**src/rtl/boot_rom_if.sv**
```systemverilog
`timescale 1ns/1ps
// boot_rom_if: req/gnt/rvalid bus slave in front of the boot ROM macro.
// Decodes the ROM window, drives the ROM port and returns 1-cycle read or error responses.
module boot_rom_if #(
  parameter int unsigned ROM_ADDR_WIDTH = 8,
  parameter logic [31:0] BASE_ADDR      = 32'h1A000000,
  parameter int unsigned INIT_CYCLES    = 2
) (
  input  logic                      clk,
  input  logic                      rst_n,
  input  logic                      data_req_i,
  output logic                      data_gnt_o,
  input  logic [31:0]               data_addr_i,
  input  logic                      data_we_i,
  input  logic [3:0]                data_be_i,
  input  logic [31:0]               data_wdata_i,
  output logic                      data_rvalid_o,
  output logic [31:0]               data_rdata_o,
  output logic                      data_err_o,
  output logic                      rom_cen_o,
  output logic [ROM_ADDR_WIDTH-1:0] rom_addr_o,
  input  logic [31:0]               rom_q_i,
  output logic [7:0]                err_count_o
);

  localparam int unsigned TAG_LSB   = ROM_ADDR_WIDTH + 2;
  localparam logic [3:0]  INIT_LAST = 4'(INIT_CYCLES - 1);

  typedef enum logic [0:0] {
    ST_INIT  = 1'b0,
    ST_READY = 1'b1
  } state_e;

  state_e     r_state;
  state_e     w_state_nxt;
  logic [3:0] r_init_cnt;
  logic [3:0] w_init_cnt_nxt;
  logic       r_rsp_valid;
  logic       r_rsp_err;
  logic [7:0] r_err_cnt;
  logic       w_hit;
  logic       w_gnt;
  logic       w_rom_rd;
  logic       w_err_rsp;
  logic       w_unused;

  assign w_hit     = (data_addr_i[31:TAG_LSB] == BASE_ADDR[31:TAG_LSB]);
  assign w_gnt     = (r_state == ST_READY) & data_req_i;
  assign w_rom_rd  = w_gnt & ~data_we_i & w_hit;
  assign w_err_rsp = w_gnt & (data_we_i | ~w_hit);

  // Byte enables, write data and the byte offset never influence a full-word ROM read.
  assign w_unused  = ^{data_be_i, data_wdata_i, data_addr_i[1:0]};

  assign data_gnt_o    = w_gnt;
  assign rom_cen_o     = ~w_rom_rd;
  assign rom_addr_o    = rst_n ? data_addr_i[TAG_LSB-1:2] : {ROM_ADDR_WIDTH{1'b0}};
  assign data_rvalid_o = r_rsp_valid;
  assign data_err_o    = r_rsp_valid & r_rsp_err;
  assign data_rdata_o  = (r_rsp_valid & ~r_rsp_err) ? rom_q_i : 32'h0000_0000;
  assign err_count_o   = r_err_cnt;

  // Next-state logic: count out the post-reset settle time, then serve requests forever.
  always_comb begin
    w_state_nxt    = r_state;
    w_init_cnt_nxt = r_init_cnt;
    case (r_state)
      ST_INIT: begin
        if (r_init_cnt == INIT_LAST) begin
          w_state_nxt = ST_READY;
        end else begin
          w_init_cnt_nxt = r_init_cnt + 4'd1;
        end
      end
      ST_READY: begin
        w_state_nxt = ST_READY;
      end
      default: begin
        w_state_nxt    = ST_INIT;
        w_init_cnt_nxt = 4'd0;
      end
    endcase
  end

  // State and init counter registers.
  always_ff @(posedge clk or negedge rst_n) begin
    if (!rst_n) begin
      r_state    <= ST_INIT;
      r_init_cnt <= 4'd0;
    end else begin
      r_state    <= w_state_nxt;
      r_init_cnt <= w_init_cnt_nxt;
    end
  end

  // Single response stage; the ROM data itself arrives on rom_q_i in the response cycle.
  always_ff @(posedge clk or negedge rst_n) begin
    if (!rst_n) begin
      r_rsp_valid <= 1'b0;
      r_rsp_err   <= 1'b0;
    end else begin
      r_rsp_valid <= w_gnt;
      r_rsp_err   <= w_err_rsp;
    end
  end

  // Saturating error counter, updated so the new value is visible with the error response.
  always_ff @(posedge clk or negedge rst_n) begin
    if (!rst_n) begin
      r_err_cnt <= 8'h00;
    end else if (w_err_rsp && (r_err_cnt != 8'hFF)) begin
      r_err_cnt <= r_err_cnt + 8'd1;
    end else begin
      r_err_cnt <= r_err_cnt;
    end
  end

endmodule

```
**config.mk**
```make
export PLATFORM = sky130hd
export DESIGN_NAME = boot_rom_if
export DESIGN_NICKNAME = d
export VERILOG_FILES = /design/src/rtl/boot_rom_if.sv
export SDC_FILE = /design/constraint.sdc
export NUM_CORES = 1
export LEC_CHECK = 0
export BUFFER_PORTS_ARGS = -buffer_cell sky130_fd_sc_hd__buf_2
export CORE_ASPECT_RATIO = 1.2
export CORE_MARGIN = 2
export CORE_UTILIZATION = 29
export DETAILED_ROUTE_END_ITERATION = 12
export PLACE_DENSITY = 0.83
export SYNTH_ARGS = -nofsm -noshare
export SYNTH_HDL_FRONTEND = slang
export SYNTH_SLANG_ARGS = --single-unit
```
**constraint.sdc**
```tcl
create_clock -name clk -period 2.1 [get_ports clk]
set_clock_uncertainty 0.05 [all_clocks]
set_input_delay 0.105 -clock clk [delete_from_list [all_inputs] [get_ports clk]]
set_output_delay 0.105 -clock clk [all_outputs]
set_load 0.01 [all_outputs]
```
==> impl_metrics.yaml, run 1 <==
floorplanning:
  pin_count: 156
  die-area_um2: 4050
  die_w_um: 58.4
  die_h_um: 69.3
  coreArea_um2: 3370
  rows: 23
  start_util_pct: 30.6
clock_tree:
  cts-buffers-inserted: 3
  cts_tree: "yes"
  cts_root_buf: "clkbuf_8"
  clkTransAtPathRegs_ps: 60
  cts_max_path_buffers: 2
  clock-sinks: 15
  htreeDepth: 1
  cts.repair.resized: 0
  hold_buffers: 1
  clock_latency_ps: 250
  cts_setup_buffers: 0
synth:
  yosys_register_bits: 15
  yosys.area.top_type: "dfrtp_1"
  synthCells: 114
  yosysTopAreaCellShare_pct: 36.4
  yosysSeqAreaShare_pct: 36.4
  synth_ff_type: "dfrtp_1"
  synthArstFlopShare_pct: 100
  synthTopCellsByCount: "41 x and2_1, 15 x dfrtp_1, 10 x nand2_1"
  synth.net_count: 221
  avgSynthCellArea_um2: 9.04
  yosysMostFrequentCell: "and2_1"
  synth_area_um2: 1030
  synth_edf_count: 0
  yosys_warnings: 0
  yosysUniqueCellTypes: 26
  yosys-top-cells-area: "dfrtp_1 36%, and2_1 25%, xor2_1 4.2%"
layout:
  diodes: 0
  stdcell_area_um2: 1720
  area_growth_pct: 66.4
  n_fill_cell: 341
  drive_gt1_share_pct: 54.7
  seqCellArea_um2: 375
  fin_nets: 342
  multi_input_area_um2: 626
worst_setup_path:
  start_kind: "flip-flop"
  rrSetupSlack_ps: 450
  timing.critical_path.cells: "nand4_1 > or2_2 > o2111ai_1 > nor4_1 > xor2_1"
  r2r-start: "err_count_o[3]"
  endpoint_kind: "flip-flop"
  arrival_ps: 1720
  worstPathMaxFanout: 5
  path_class: "reg2reg"
  required_ps: 2180
  crit_start: "err_count_o[3]"
  slowest_stage: "dfrtp_1"
  crit_path_max_incr_delay_ps: 430
timing:
  worst_slew_pin_slew_ps: 413
  finalSetupTns_ps: 0
  maxSlewHeadroom_pct: 72.5
  fmax_mhz: 607
  min_period_ps: 1650
  maxSlewViolCount: 0
  setup_violations: 0
  rsz0062_at_grt: "no"
  finalHoldViolCount: 0
  fin_crit_sh_pct: 78.4
  layout_setup_ws_ps: 453
grt:
  antenna_found_initial: 0
  grt_max_degree: 33
  grt_usage_pct: 14.2
  grt.overflow.total: 0
  grt_pass1_vias: 1067
  grt_pass1_wl_um: 4490
drt:
  route.met2.wl_um: 1460
  vias: 1221
  dr_wl_met3_um: 358
  vias_per_cell: 4.51
  met1_length_um: 957
  top_layer: "met4"
  drt_iter0_drc: 15
  dr.pass1.iters: 2
  totalWireLength_um: 2870
  drc: 0
  ant_nets: 0
  wl_per_cell_um: 10.6
place:
  dpl.hpwl_um: 2440
  post_dp_cell_area_um2: 1660
  portBuffers: 117
  pre_cts_slack_ps: 469
  routabilityCongestion: 0.778
worst_hold_path:
  hold_start: "data_addr_i[19]"
  hold_class: "in2reg"
run:
  max-cap-violations: 0
pwr:
  p_leak_nw: 0.978
  ir_drop_uv: 420
  power_density_nw_per_um2: 608
outcome:
  run_status: "finished clean"
## per-stage QoR
stage          hold slack (ps)  util [%]  power [W]  cells
2_1_floorplan             -241         -   0.000621    114
3_3_place_gp              7.53      49.3   0.000805    266
3_5_place_dp              15.8      49.3   0.000817    266
4_1_cts                    200      50.9    0.00106    271
5_1_grt                    276      50.9    0.00112    271
6_report                   201      50.9    0.00104    271
## state kept, by name, indices dropped and copies added, names as in the netlist
| signal | flops |
|---|---|
| r_init_cnt | 4 |
| data_rvalid_o | 1 |
| r_rsp_err | 1 |
| r_state | 1 |
| err_count_o | 8 |
## worst max-delay path, delay by kind of cell, from the launching register on
kind,cells,cell delay (ps)
flops,1,430
compound gates,1,330
simple gates,3,570
xor+xnor,1,150
## layout by cell type (no fill, tap or decap), types with 2 or more instances in the layout
cell	n
and2_1	41
buf_2	117
clkbuf_8	3
dfrtp_1	15
ha_1	3
inv_1	5
mux2_1	2
nand2_1	10
nand4_1	2
nor2_1	4
nor3_1	3
nor4_1	5
xnor2_1	3
xor2_1	5
## routing by layer
| layer | global-route usage (%) | vias to the layer above |
|---|---|---|
| li1 | - | 616 |
| met1 | 13.7 | 517 |
| met2 | 26.0 | 82 |
| met3 | 2.61 | 6 |
| met4 | 9.30 | 0 |
| met5 | 0 | - |
## area by class of cell
cell class | count | area share [%]
repair buffers | 119 | 35.2
multi-input cells | 91 | 36.5
flip-flops and latches | 15 | 21.9
inverters | 5 | 1.09
well taps | 37 | 2.70
clock buffers | 3 | 2.41
clock inverters | 1 | 0.292
## where the power goes
group	internal, W	switching (W)
clock network	0.000132	0.000105
registers	0.000353	0.0000788
logic	0.000198	0.000177
## worst paths after layout
path	cells past startpoint	to
max	5	err_count_o[5]
min	5	r_rsp_err
max reg2reg	5	err_count_o[5]
min reg2reg	1	r_init_cnt[3]
max in group asynchronous	2	data_rvalid_o
min in group asynchronous	2	r_init_cnt[0]
## logic make-up (layout without fill, tap and decap cells)
logic type	count (synthesis)	count (layout)	synth area share [%]
AOI/OAI and AO/OA	2	2	1.33
xor gates and xnor gates	8	8	6.80
adders and majority gates	3	3	3.64
buffers and inverters	8	128	2.91
DFF	15	15	36.4
muxes	4	4	4.61
and+or+nand+nor	74	74	44.3
No activity file was read; power rests on OpenSTA's default activity.
==> run 2: changes to the inputs <==
- clock period: 2.1 -> 1.7 ns (I/O delays scaled with it)
==> run 2 against run 1 <==
Net effect: clock power up 20%; sequential share of layout area down 0.36 points; utilization up 0.85 points; cell count up 1.1%; first-iteration DRC count up 33%; critical endpoint unchanged; highest routed layer unchanged.
==> impl_metrics.yaml, run 2 (synthesis gave the netlist of run 1 again) <==
outcome:
  run_status: "finished clean"
timing:
  maxSlewHeadroom_pct: 72.7
  finalSetupTns_ps: 0
  finalHoldViolCount: 0
  maxSlewViolCount: 0
  min_period_ps: 1570
  fmax_mhz: 637
  rsz0062_at_grt: "no"
  worst_slew_pin_slew_ps: 409
  setup_violations: 0
  fin_crit_sh_pct: 92.3
grt:
  grt_usage_pct: 14.1
  antenna_found_initial: 0
  grt_pass1_vias: 1167
  grt_max_degree: 33
  grt.overflow.total: 0
  grt_pass1_wl_um: 4570
worst_setup_path:
  arrival_ps: 1700
  path_class: "reg2reg"
  start_kind: "flip-flop"
  required_ps: 1830
  endpoint_kind: "flip-flop"
  worstPathMaxFanout: 4
  rrSetupSlack_ps: 130
drt:
  drc: 0
  totalWireLength_um: 2890
  route.met2.wl_um: 1500
  ant_nets: 0
  vias: 1226
  dr_wl_met3_um: 368
  vias_per_cell: 4.47
  drt_iter0_drc: 20
  top_layer: "met4"
  wl_per_cell_um: 10.5
  dr.pass1.iters: 4
  met1_length_um: 941
layout:
  mostFrequentLayoutCells: "117 x buf_2, 41 x and2_1, 15 x dfrtp_1"
  drive_gt1_share_pct: 55.7
  diodes: 0
  largest_reg_flops: 8
  area_growth_pct: 69.2
  stdcell_area_um2: 1740
  fin_nets: 345
  final_common_cell: "buf_2"
clock_tree:
  cts_max_path_buffers: 2
  htreeDepth: 1
  clock-sinks: 15
  cts_setup_buffers: 0
  cts-buffers-inserted: 3
  clock_latency_ps: 250
  cts_tree: "yes"
  cts_root_buf: "clkbuf_8"
  clkTransAtPathRegs_ps: 60
place:
  dpl.hpwl_um: 2510
  post_dp_cell_area_um2: 1680
  portBuffers: 117
  routabilityCongestion: 0.754
pwr:
  p_leak_nw: 0.994
  power_density_nw_per_um2: 764
  ir_drop_uv: 545
floorplanning:
  start_util_pct: 30.6
  die_h_um: 69.3
  pin_count: 156
  rows: 23
  coreArea_um2: 3370
  die_w_um: 58.4
  die-area_um2: 4050
worst_hold_path:
  hold_class: "in2reg"
run:
  max-cap-violations: 0
## run 2: cell type report
| type | instances | area, um^2 |
|---|---|---|
| timing repair buffer | 122 | 626 |
| clock buffer | 3 | 41.3 |
| sequential | 15 | 375 |
| inverter | 5 | 18.8 |
| tap | 37 | 46.3 |
| multi-input combinational | 91 | 632 |
| fill | 334 | 1620 |
| clock inverter | 1 | 5.00 |
## run 2: worst max-delay path, cell delays in order, from the launching register on
cell and delay, ps:
dfrtp_1 430, ha_1 260, inv_1 100, o2111ai_2 160, nor4_1 330, xor2_1 170
## run 2: metrics by stage
step | utilization (%) | power (W) | hold slack (ps) | cells | worst slack [ps]
final | 51.8 | 0.00133 | 176 | 274 | 131
after global routing | 51.8 | 0.00143 | 253 | 274 | 17.7
after CTS | 51.6 | 0.00134 | 175 | 274 | 96.4
after detailed placement | 49.9 | 0.00104 | -6.83 | 269 | 106
after global placement | 49.9 | 0.00103 | -12.6 | 269 | 131
after floorplan | - | 0.000768 | -261 | 114 | 170
## run 2: path summary, 6_finish.rpt
path                                  from        endpoint  cells after the start
setup / recovery            err_count_o[0]  err_count_o[5]                      5
hold / removal             data_addr_i[30]       r_rsp_err                      5
setup reg to reg            err_count_o[0]  err_count_o[5]                      5
hold reg to reg              r_init_cnt[3]   r_init_cnt[3]                      1
max in group asynchronous            rst_n  err_count_o[0]                      2
min in group asynchronous            rst_n   r_init_cnt[0]                      2
## run 2: timing repair
item | in CTS | in global routing
hold buffers | 1 | 0
resized for setup | 0 | 1
setup endpoints to repair | 0 | 3
endpoints found under the hold margin | 15 | 0
## run 2: where the power goes
part           leakage (nW)  switching [W]  internal (W)
logic                 0.791       0.000251      0.000279
clock network        0.0255       0.000123      0.000162
registers             0.177      0.0000829      0.000436
## run 2: layer usage
layer	global-route usage [%]	vias up
met5	0	-
met4	7.75	0
li1	-	618
met1	12.6	514
met3	1.31	7
met2	28.6	87
